$ cat config.mk
export PLATFORM = sky130hd
export DESIGN_NAME = operand_fetch
export DESIGN_NICKNAME = d
export VERILOG_FILES = /design/src/rtl/operand_fetch_pkg.sv /design/src/rtl/operand_fetch_regfile_2r1w.sv /design/src/rtl/operand_fetch.sv
export SDC_FILE = /design/constraint.sdc
export NUM_CORES = 1
export LEC_CHECK = 0
export ABC_CLOCK_PERIOD_IN_PS = 4100
export CAP_MARGIN = 20
export CORE_MARGIN = 2
export CORE_UTILIZATION = 45
export DETAILED_ROUTE_END_ITERATION = 7
export GPL_TIMING_DRIVEN = 0
export PLACE_DENSITY = 0.67
export SYNTH_ARGS = -nofsm -noshare
export SYNTH_HDL_FRONTEND = slang
export SYNTH_SLANG_ARGS = --single-unit
$ cat constraint.sdc
create_clock -name clk -period 4.1 [get_ports clk]
set_input_delay 0.615 -clock clk [delete_from_list [all_inputs] [get_ports clk]]
set_output_delay 0.615 -clock clk [all_outputs]
set_load 0.01 [all_outputs]
$ cat src/rtl/operand_fetch_pkg.sv
// Shared constants for the operand-fetch stage: sizes, ALU opcodes, zero register.
package operand_fetch_pkg;

  localparam int DW    = 32;
  localparam int NREGS = 16;
  localparam int AW    = 4;

  localparam logic [3:0] OP_ADD  = 4'b0000;
  localparam logic [3:0] OP_SUB  = 4'b0001;
  localparam logic [3:0] OP_AND  = 4'b0010;
  localparam logic [3:0] OP_OR   = 4'b0011;
  localparam logic [3:0] OP_XOR  = 4'b0100;
  localparam logic [3:0] OP_NOT  = 4'b0101;
  localparam logic [3:0] OP_SLL  = 4'b0110;
  localparam logic [3:0] OP_SRL  = 4'b0111;
  localparam logic [3:0] OP_SLA  = 4'b1000;
  localparam logic [3:0] OP_SRA  = 4'b1001;
  localparam logic [3:0] OP_MUL  = 4'b1010;
  localparam logic [3:0] OP_NOR  = 4'b1011;
  localparam logic [3:0] OP_NAND = 4'b1100;
  localparam logic [3:0] OP_XNOR = 4'b1101;
  localparam logic [3:0] OP_GT   = 4'b1110;
  localparam logic [3:0] OP_EQ   = 4'b1111;

  localparam logic [AW-1:0] REG_ZERO = '0;

endpackage

$ cat src/rtl/operand_fetch_regfile_2r1w.sv
// Register file: two combinational read ports, one synchronous write port,
// register 0 hardwired to zero, whole array cleared by rst_n.
module regfile_2r1w #(
  parameter int DW    = operand_fetch_pkg::DW,
  parameter int NREGS = operand_fetch_pkg::NREGS,
  parameter int AW    = operand_fetch_pkg::AW
) (
  input  logic          clk,
  input  logic          rst_n,
  input  logic          we,
  input  logic [AW-1:0] waddr,
  input  logic [DW-1:0] wdata,
  input  logic [AW-1:0] raddr_a,
  output logic [DW-1:0] rdata_a,
  input  logic [AW-1:0] raddr_b,
  output logic [DW-1:0] rdata_b
);

  // Flattened view of every register, r0 tied to zero.
  logic [DW-1:0] words [NREGS];

  genvar gi;
  generate
    for (gi = 0; gi < NREGS; gi++) begin : g_word
      if (gi == 0) begin : g_zero
        assign words[gi] = '0;
      end else begin : g_store
        logic [DW-1:0] word_reg;
        // Each register loads only when addressed by the write port.
        always_ff @(posedge clk or negedge rst_n) begin
          if (!rst_n) begin
            word_reg <= '0;
          end else if (we && waddr == AW'(gi)) begin
            word_reg <= wdata;
          end
        end
        assign words[gi] = word_reg;
      end
    end
  endgenerate

  assign rdata_a = words[raddr_a];
  assign rdata_b = words[raddr_b];

endmodule

$ cat src/rtl/operand_fetch.sv
// Operand-fetch stage: register read with write-back bypass, busy-bit
// scoreboard for RAW/WAW stalls, single-entry valid/ready output register.
module operand_fetch #(
  parameter int DW    = operand_fetch_pkg::DW,
  parameter int NREGS = operand_fetch_pkg::NREGS,
  parameter int AW    = operand_fetch_pkg::AW
) (
  input  logic             clk,
  input  logic             rst_n,
  input  logic             in_valid,
  output logic             in_ready,
  input  logic [AW-1:0]    in_rs1,
  input  logic [AW-1:0]    in_rs2,
  input  logic [AW-1:0]    in_rd,
  input  logic [3:0]       in_alu_sel,
  input  logic             in_use_imm,
  input  logic [DW-1:0]    in_imm,
  output logic             out_valid,
  input  logic             out_ready,
  output logic [DW-1:0]    A,
  output logic [DW-1:0]    B,
  output logic [3:0]       ALU_Sel,
  output logic [AW-1:0]    out_rd,
  input  logic             wb_en,
  input  logic [AW-1:0]    wb_addr,
  input  logic [DW-1:0]    wb_data,
  output logic [NREGS-1:0] busy_regs
);
  import operand_fetch_pkg::*;

  logic [DW-1:0]    rf_a, rf_b;
  logic [DW-1:0]    src_a, src_b;
  logic [NREGS-1:0] busy_reg, busy_next;
  logic             rs1_wait, rs2_wait, rd_wait;
  logic             hazard, accept;
  logic             out_valid_reg;
  logic [DW-1:0]    a_reg, b_reg;
  logic [3:0]       sel_reg;
  logic [AW-1:0]    rd_reg;

  regfile_2r1w #(.DW(DW), .NREGS(NREGS), .AW(AW)) u_rf (
    .clk     (clk),
    .rst_n   (rst_n),
    .we      (wb_en),
    .waddr   (wb_addr),
    .wdata   (wb_data),
    .raddr_a (in_rs1),
    .rdata_a (rf_a),
    .raddr_b (in_rs2),
    .rdata_b (rf_b)
  );

  // Source operands: zero register, then same-cycle write-back, then the file.
  always_comb begin
    src_a = rf_a;
    src_b = rf_b;
    if (in_rs1 == REG_ZERO)                    src_a = '0;
    else if (wb_en && wb_addr == in_rs1)       src_a = wb_data;
    if (in_rs2 == REG_ZERO)                    src_b = '0;
    else if (wb_en && wb_addr == in_rs2)       src_b = wb_data;
  end

  // A busy register stops blocking in the very cycle its write-back arrives.
  assign rs1_wait = (in_rs1 != REG_ZERO) && busy_reg[in_rs1] && !(wb_en && wb_addr == in_rs1);
  assign rs2_wait = (in_rs2 != REG_ZERO) && busy_reg[in_rs2] && !(wb_en && wb_addr == in_rs2);
  assign rd_wait  = (in_rd  != REG_ZERO) && busy_reg[in_rd]  && !(wb_en && wb_addr == in_rd);
  assign hazard   = rs1_wait || (!in_use_imm && rs2_wait) || rd_wait;

  assign in_ready = (!out_valid_reg || out_ready) && !hazard;
  assign accept   = in_valid && in_ready;

  // Per-register busy update: a new issue's set overrides a write-back clear.
  genvar gi;
  generate
    for (gi = 0; gi < NREGS; gi++) begin : g_busy
      if (gi == 0) begin : g_zero
        assign busy_next[gi] = 1'b0;
      end else begin : g_track
        assign busy_next[gi] = (accept && in_rd == AW'(gi))   ? 1'b1 :
                               (wb_en  && wb_addr == AW'(gi)) ? 1'b0 :
                               busy_reg[gi];
      end
    end
  endgenerate

  // Scoreboard register.
  always_ff @(posedge clk or negedge rst_n) begin
    if (!rst_n) busy_reg <= '0;
    else        busy_reg <= busy_next;
  end

  // Output bundle: load on accept, drop when consumed, otherwise hold.
  always_ff @(posedge clk or negedge rst_n) begin
    if (!rst_n) begin
      out_valid_reg <= 1'b0;
      a_reg         <= '0;
      b_reg         <= '0;
      sel_reg       <= '0;
      rd_reg        <= '0;
    end else if (accept) begin
      out_valid_reg <= 1'b1;
      a_reg         <= src_a;
      b_reg         <= in_use_imm ? in_imm : src_b;
      sel_reg       <= in_alu_sel;
      rd_reg        <= in_rd;
    end else if (out_ready) begin
      out_valid_reg <= 1'b0;
    end
  end

  assign out_valid = out_valid_reg;
  assign A         = a_reg;
  assign B         = b_reg;
  assign ALU_Sel   = sel_reg;
  assign out_rd    = rd_reg;
  assign busy_regs = busy_reg;

endmodule

==> impl_metrics.json, run 1 <==
{
  "grt_max_degree": 124,
  "area_growth_pct": 16.6,
  "first_iter_violations": 3259,
  "powerDensity_mw_per_mm2": 535,
  "wl_per_cell_microns": 33.4,
  "drt-pass1-iter-count": 5,
  "syn-num-nets": 2261,
  "worst_setup_path_start_kind": "primary input",
  "ff2ff_path_depth": 9,
  "yosysSeqAreaShare_pct": 46.8,
  "netlist_instances": 2171,
  "yosysWarnings": 0,
  "required_ns": 4.68,
  "reg2reg_to": "A[14]",
  "layout_min_cycle_time_ns": 3.99,
  "h-tree-depth": 2,
  "drc": 0,
  "insertion_delay_ns": 0.65,
  "rsz0062_at_grt": "no",
  "r2r_slack_ns": 1.43,
  "globalplace.congestion": 0.914,
  "syn_area_sq_mm": 0.0304,
  "drv_slew": 0,
  "ant_nets": 0,
  "yosysUniqueCellTypes": 47,
  "layout_commonest_cell": "mux2_2",
  "fp.dieArea_sq_mm": 0.0696,
  "maxCapViolations": 0,
  "nNetsFinal": 2511,
  "critPathMaxFanout": 11,
  "setup_violations": 0,
  "multiInputGateArea_sq_mm": 0.0152,
  "slew_headroom_pct": 11.0,
  "grt_pass1_vias": 23000,
  "port_buffers": 168,
  "cts_tree": "done",
  "regArea_sq_mm": 0.0142,
  "synth_edf_count": 0,
  "hold-worst-slack_ns": 0.00964,
  "clk_path_buf_depth": 3,
  "cts_root_buffer": "clkbuf_16",
  "worstMarginPinSlew_ns": 1.33,
  "critical_path_class": "primary input to flip-flop",
  "max_freq_mhz": 251,
  "avgSynthCellArea_sq_um": 14.0,
  "arrival_ns": 4.57,
  "io_pins": 180,
  "numClockSinks": 568,
  "synthArstFlopShare_pct": 100,
  "drive_gt1_share_pct": 40.5,
  "irDropWorstVdd_uv": 352,
  "outcome": "finished, final reports clean",
  "largest_reg_flops": 480,
  "overflow": 0,
  "initial_core_util_pct": 45.3,
  "wl_microns": 112000,
  "antenna_found_initial": 2,
  "grt_pass1_wl_microns": 161000,
  "clk_pin_slew_ns": 0.06,
  "final_cell_mix": "585 x mux2_2, 568 x dfrtp_1, 218 x mux4_2",
  "routed_via_density": 6.74,
  "finalCritPeriodShare_pct": 97.2,
  "vias": 22500,
  "hold_viol": 0,
  "synth-seq-cells": 568,
  "cp-end-kind": "flip-flop",
  "hold_class": "primary input to asynchronous set/reset pin",
  "synth_ff_type": "dfrtp_1",
  "dieHeight_microns": 264,
  "track_usage_pct": 32.0,
  "hpwlAfterDp_microns": 74100,
  "num_rows": 95,
  "coreArea_sq_mm": 0.0670,
  "p_leak_nw": 14.5,
  "fin_util_pct": 52.9,
  "fin_skew_ns": 0.0236,
  "reg2reg_from": "busy_regs[14]",
  "die_w_microns": 264,
  "cts_buffers": 60,
  "fillCellCount": 5582
}
-- stage by stage --
stage | cells | power (W) | area, sq um | TNS (ns) | setup WS, ns
after detailed placement | 3226 | 0.0136 | 33400 | -7.69 | -0.584
final | 3341 | 0.0190 | 35400 | 0 | 0.114
after floorplan | 2171 | 0.0114 | 30400 | 0 | 1.22
after CTS | 3333 | 0.0189 | 35300 | 0 | 0.00382
after global routing | 3339 | 0.0197 | 35400 | 0 | 0.130
after global placement | 3212 | 0.0133 | 33200 | - | -22.49
-- worst max-delay path by stage --
stage	end	startpoint	cells past startpoint
2_1_floorplan	in_ready	in_rs1[1]	7
3_5_place_dp	in_ready	in_rs2[3]	9
5_1_grt	in_ready	in_rs1[0]	9
4_1_cts	in_ready	in_rs1[1]	8
3_3_place_gp	A[10]	rst_n	1
6_report	B[24]	in_rs2[3]	10
-- timing repair --
| item | 4_1_cts | 5_1_grt |
|---|---|---|
| endpoints found under the setup margin | 1 | 1 |
| gates resized for setup | 4 | 4 |
| endpoints found under the hold margin | 0 | 0 |
| hold buffers | 0 | 0 |
| pin swaps | 2 | 1 |
| buffers inserted | 2 | 2 |
-- synth_stat cells (7+ instances only) --
cell / number / area (sq um)
a31oi_1: 7 / 43.8
a22o_1: 20 / 175
buf_2: 42 / 210
mux4_2: 218 / 4910
a211oi_1: 14 / 105
a32o_1: 13 / 130
a22oi_1: 16 / 120
nand2_1: 63 / 236
a21oi_1: 21 / 105
o22ai_1: 18 / 113
mux2_2: 585 / 6590
buf_1: 12 / 45.0
a221oi_1: 48 / 420
dfrtp_1: 568 / 14200
o21ai_0: 103 / 515
mux2i_1: 38 / 380
xor2_1: 8 / 70.1
mux2_4: 29 / 435
clkbuf_1: 158 / 593
nor3_1: 25 / 125
nor2_1: 93 / 349
nand2b_1: 9 / 56.3
inv_1: 12 / 45.0
-- area by class of cell --
cell class,instances,area share [%]
antenna,2,0.0141
buffer,219,2.64
clock buffer,96,5.13
clock inverter,11,0.177
inverter,13,0.138
multi-input combinational,1369,42.9
sequential,568,40.1
tap,873,3.08
timing repair buffer,190,5.79
-- report_power, final --
part | leakage (nW) | switching [W] | internal [W]
sequential | 6.98 | 0.00112 | 0.00710
combinational | 6.60 | 0.00214 | 0.00326
clock | 0.933 | 0.00234 | 0.00301
-- kinds of logic (layout without fill, tap and decap cells) --
kind of cell | Yosys count | count (layout) | share of synthesized area [%]
simple gates | 214 | 214 | 3.03
mux | 870 | 870 | 40.5
flops | 568 | 568 | 46.8
xor+xnor | 12 | 12 | 0.346
buf+inv | 234 | 529 | 3.24
other cells | 1 | 3 | 0.0123
compound gates | 272 | 272 | 6.10
-- critical path, cell delays in order --
cell and delay [ns]:
clkdlybuf4s50_1 0.48, clkbuf_2 0.32, inv_1 0.24, clkbuf_1 0.71, clkbuf_1 1.00, o21ai_0 0.25, o21ai_0 0.23, nor2_1 0.06
o21ai_0 0.41, mux2_2 0.24
-- per-layer routing --
| layer | part of all wire [%] | track usage, % |
|---|---|---|
| met5 | 0.024 | 0 |
| met2 | 43 | 46.7 |
| met4 | 6.9 | 19.4 |
| met1 | 38 | 42.0 |
| met3 | 12 | 9.75 |
(Power assumes the default switching activity.)
==> inputs of run 2 (changes only) <==
--- a/config.mk
+++ b/config.mk
@@ -7,6 +7,7 @@
 export LEC_CHECK = 0
 export ABC_CLOCK_PERIOD_IN_PS = 4100
 export CAP_MARGIN = 20
+export CORE_ASPECT_RATIO = 1.1
 export CORE_MARGIN = 2
 export CORE_UTILIZATION = 45
 export DETAILED_ROUTE_END_ITERATION = 7
==> run 2 against run 1 <==
  * The flow now finishes with violations (design-rule violations)
  * Global-route usage up 0.27 points
  * Sequential share of layout area down 0.13 points
  * Worst hold slack better by 0.40 ns
  * Largest cell class unchanged
  * Non-clock buffer count up 1
  * Routed wire length up 0.93%
  * Sequential cell count unchanged
  * Worst setup slack worse by 0.022 ns
==> impl_metrics.json, run 2 (synthesis results as in run 1) <==
{
  "outcome": "finished with violations",
  "violations": "design-rule violations",
  "arrival_ns": 4.48,
  "fin_util_pct": 53.3,
  "drive_gt1_share_pct": 41.0,
  "h-tree-depth": 2,
  "cts_tree": "done",
  "finalCritPeriodShare_pct": 97.7,
  "dieHeight_microns": 277,
  "drc": 4,
  "numClockSinks": 568,
  "worstPathCellList": "clkdlybuf4s50_1 > clkbuf_2 > inv_1 > clkbuf_1 > clkbuf_1 > mux2i_1 > o22ai_1 > o21bai_1 > a41oi_1",
  "p_leak_nw": 14.6,
  "clk_pin_slew_ns": 0.06,
  "die_w_microns": 252,
  "layout_min_cycle_time_ns": 4.01,
  "area_growth_pct": 17.0,
  "routed_via_density": 6.75,
  "hpwlAfterDp_microns": 75600,
  "grt_pass1_wl_microns": 162000,
  "wl_microns": 113000,
  "critPathTopFamily": "buffers and inverters",
  "final_cell_mix": "585 x mux2_2, 568 x dfrtp_1, 218 x mux4_2",
  "worstMarginPinSlew_ns": 1.27,
  "globalplace.congestion": 0.935,
  "setup_violations": 0,
  "critPathSlowestCell": "clkbuf_1",
  "cts_buffers": 58,
  "largest_reg_flops": 480,
  "overflow": 0,
  "coreArea_sq_mm": 0.0666,
  "fin_skew_ns": 0.0286,
  "required_ns": 4.57,
  "layout_commonest_cell": "mux2_2",
  "antenna_found_initial": 3,
  "hold_class": "primary input to flip-flop",
  "insertion_delay_ns": 0.65,
  "fp.dieArea_sq_mm": 0.0696,
  "initial_core_util_pct": 45.6,
  "clk_path_buf_depth": 3,
  "grt_pass1_vias": 22800,
  "critPathMaxFanout": 10,
  "irDropWorstVdd_uv": 346,
  "cp_common_cell": "clkbuf_1",
  "ant_nets": 0,
  "critical_path.max_stage_delay_ns": 0.92,
  "wl_per_cell_microns": 33.8,
  "slew_headroom_pct": 15.4,
  "io_pins": 180,
  "num_rows": 99,
  "cts_root_buffer": "clkbuf_16",
  "grt_max_degree": 121,
  "hold_viol": 0,
  "drt-pass1-iter-count": 8,
  "vias": 22500,
  "nNetsFinal": 2510,
  "hold-worst-slack_ns": 0.406,
  "path_buf_inv": 5,
  "powerDensity_mw_per_mm2": 540,
  "max_freq_mhz": 250,
  "drv_slew": 0,
  "worst_setup_path_start_kind": "primary input",
  "first_iter_violations": 2873,
  "cp-end-kind": "flip-flop",
  "critical_path_class": "primary input to flip-flop",
  "rsz0062_at_grt": "no",
  "maxCapViolations": 0,
  "port_buffers": 168,
  "track_usage_pct": 32.3
}
## run 2: cell types whose count changed in the layout (fill, tap and decap cells not counted), moves of 2 or more
cell,previous run,this run
clkbuf_2,1,4
buf_2,39,37
bufinv_16,0,5
clkinvlp_4,0,2
buf_8,8,12
diode_2,2,5
clkbuf_16,61,59
clkbuf_1,175,165
## run 2: per-layer routing
metal | GRT usage, % | routed length [microns] | vias up
li1 | - | - | 8795
met1 | 42.3 | 43200 | 11800
met2 | 47.9 | 49900 | 1535
met3 | 8.99 | 11800 | 380
met4 | 19.2 | 7620 | 0
met5 | 0 | 0 | -
## run 2: metrics by stage
stage | setup WS, ns | setup TNS [ns] | cell area (sq um) | power (W) | std cells
floorplan | 1.22 | 0 | 30400 | 0.0114 | 2171
global placement | -22.43 | - | 33100 | 0.0133 | 3197
CTS | 0.0159 | 0 | 35500 | 0.0192 | 3322
detailed placement | -0.702 | -20.04 | 33500 | 0.0136 | 3214
global route | 0.172 | 0 | 35500 | 0.0199 | 3324
finish | 0.0925 | 0 | 35600 | 0.0192 | 3329
## run 2: final timing paths
path                         startpoint                             endpoint  slack, ns  depth (start not counted)
max reg2reg                busy_regs[8]                                A[16]       1.34                          9
min                            in_valid                                 B[0]       0.41                          2
max in group asynchronous         rst_n  u_rf.g_word[3].g_store.word_reg[31]       1.66                          5
min in group asynchronous         rst_n                                B[18]       0.50                          2
min reg2reg                       B[15]                                B[15]       0.51                          1
max                           in_rs2[3]                                B[27]       0.09                          9
## run 2: power by group
group	total (W)	internal, W	switching, W	leakage, nW
Sequential	0.00821	0.00710	0.00111	6.98
Combinational	0.00542	0.00326	0.00216	6.63
Clock	0.00558	0.00322	0.00236	0.969
Total	0.0192	0.0136	0.00563	14.6
## run 2: layout make-up
class / count / area [sq um]
Fill cell: 5487 / 31100
Inverter: 13 / 48.8
Antenna cell: 5 / 12.5
Multi-Input combinational cell: 1369 / 15200
Buffer: 219 / 948
Timing Repair Buffer: 191 / 2070
Clock inverter: 19 / 233
Sequential cell: 568 / 14200
Tap cell: 858 / 1070
Clock buffer: 87 / 1730
## run 2: timing repair
item	in CTS	in global routing
hold buffers	1	0
setup buffers	2	0
cloned	0	0
pin swaps	2	1
gates resized for setup	9	10
endpoints found under the hold margin	62	0
endpoints found under the setup margin	4	1
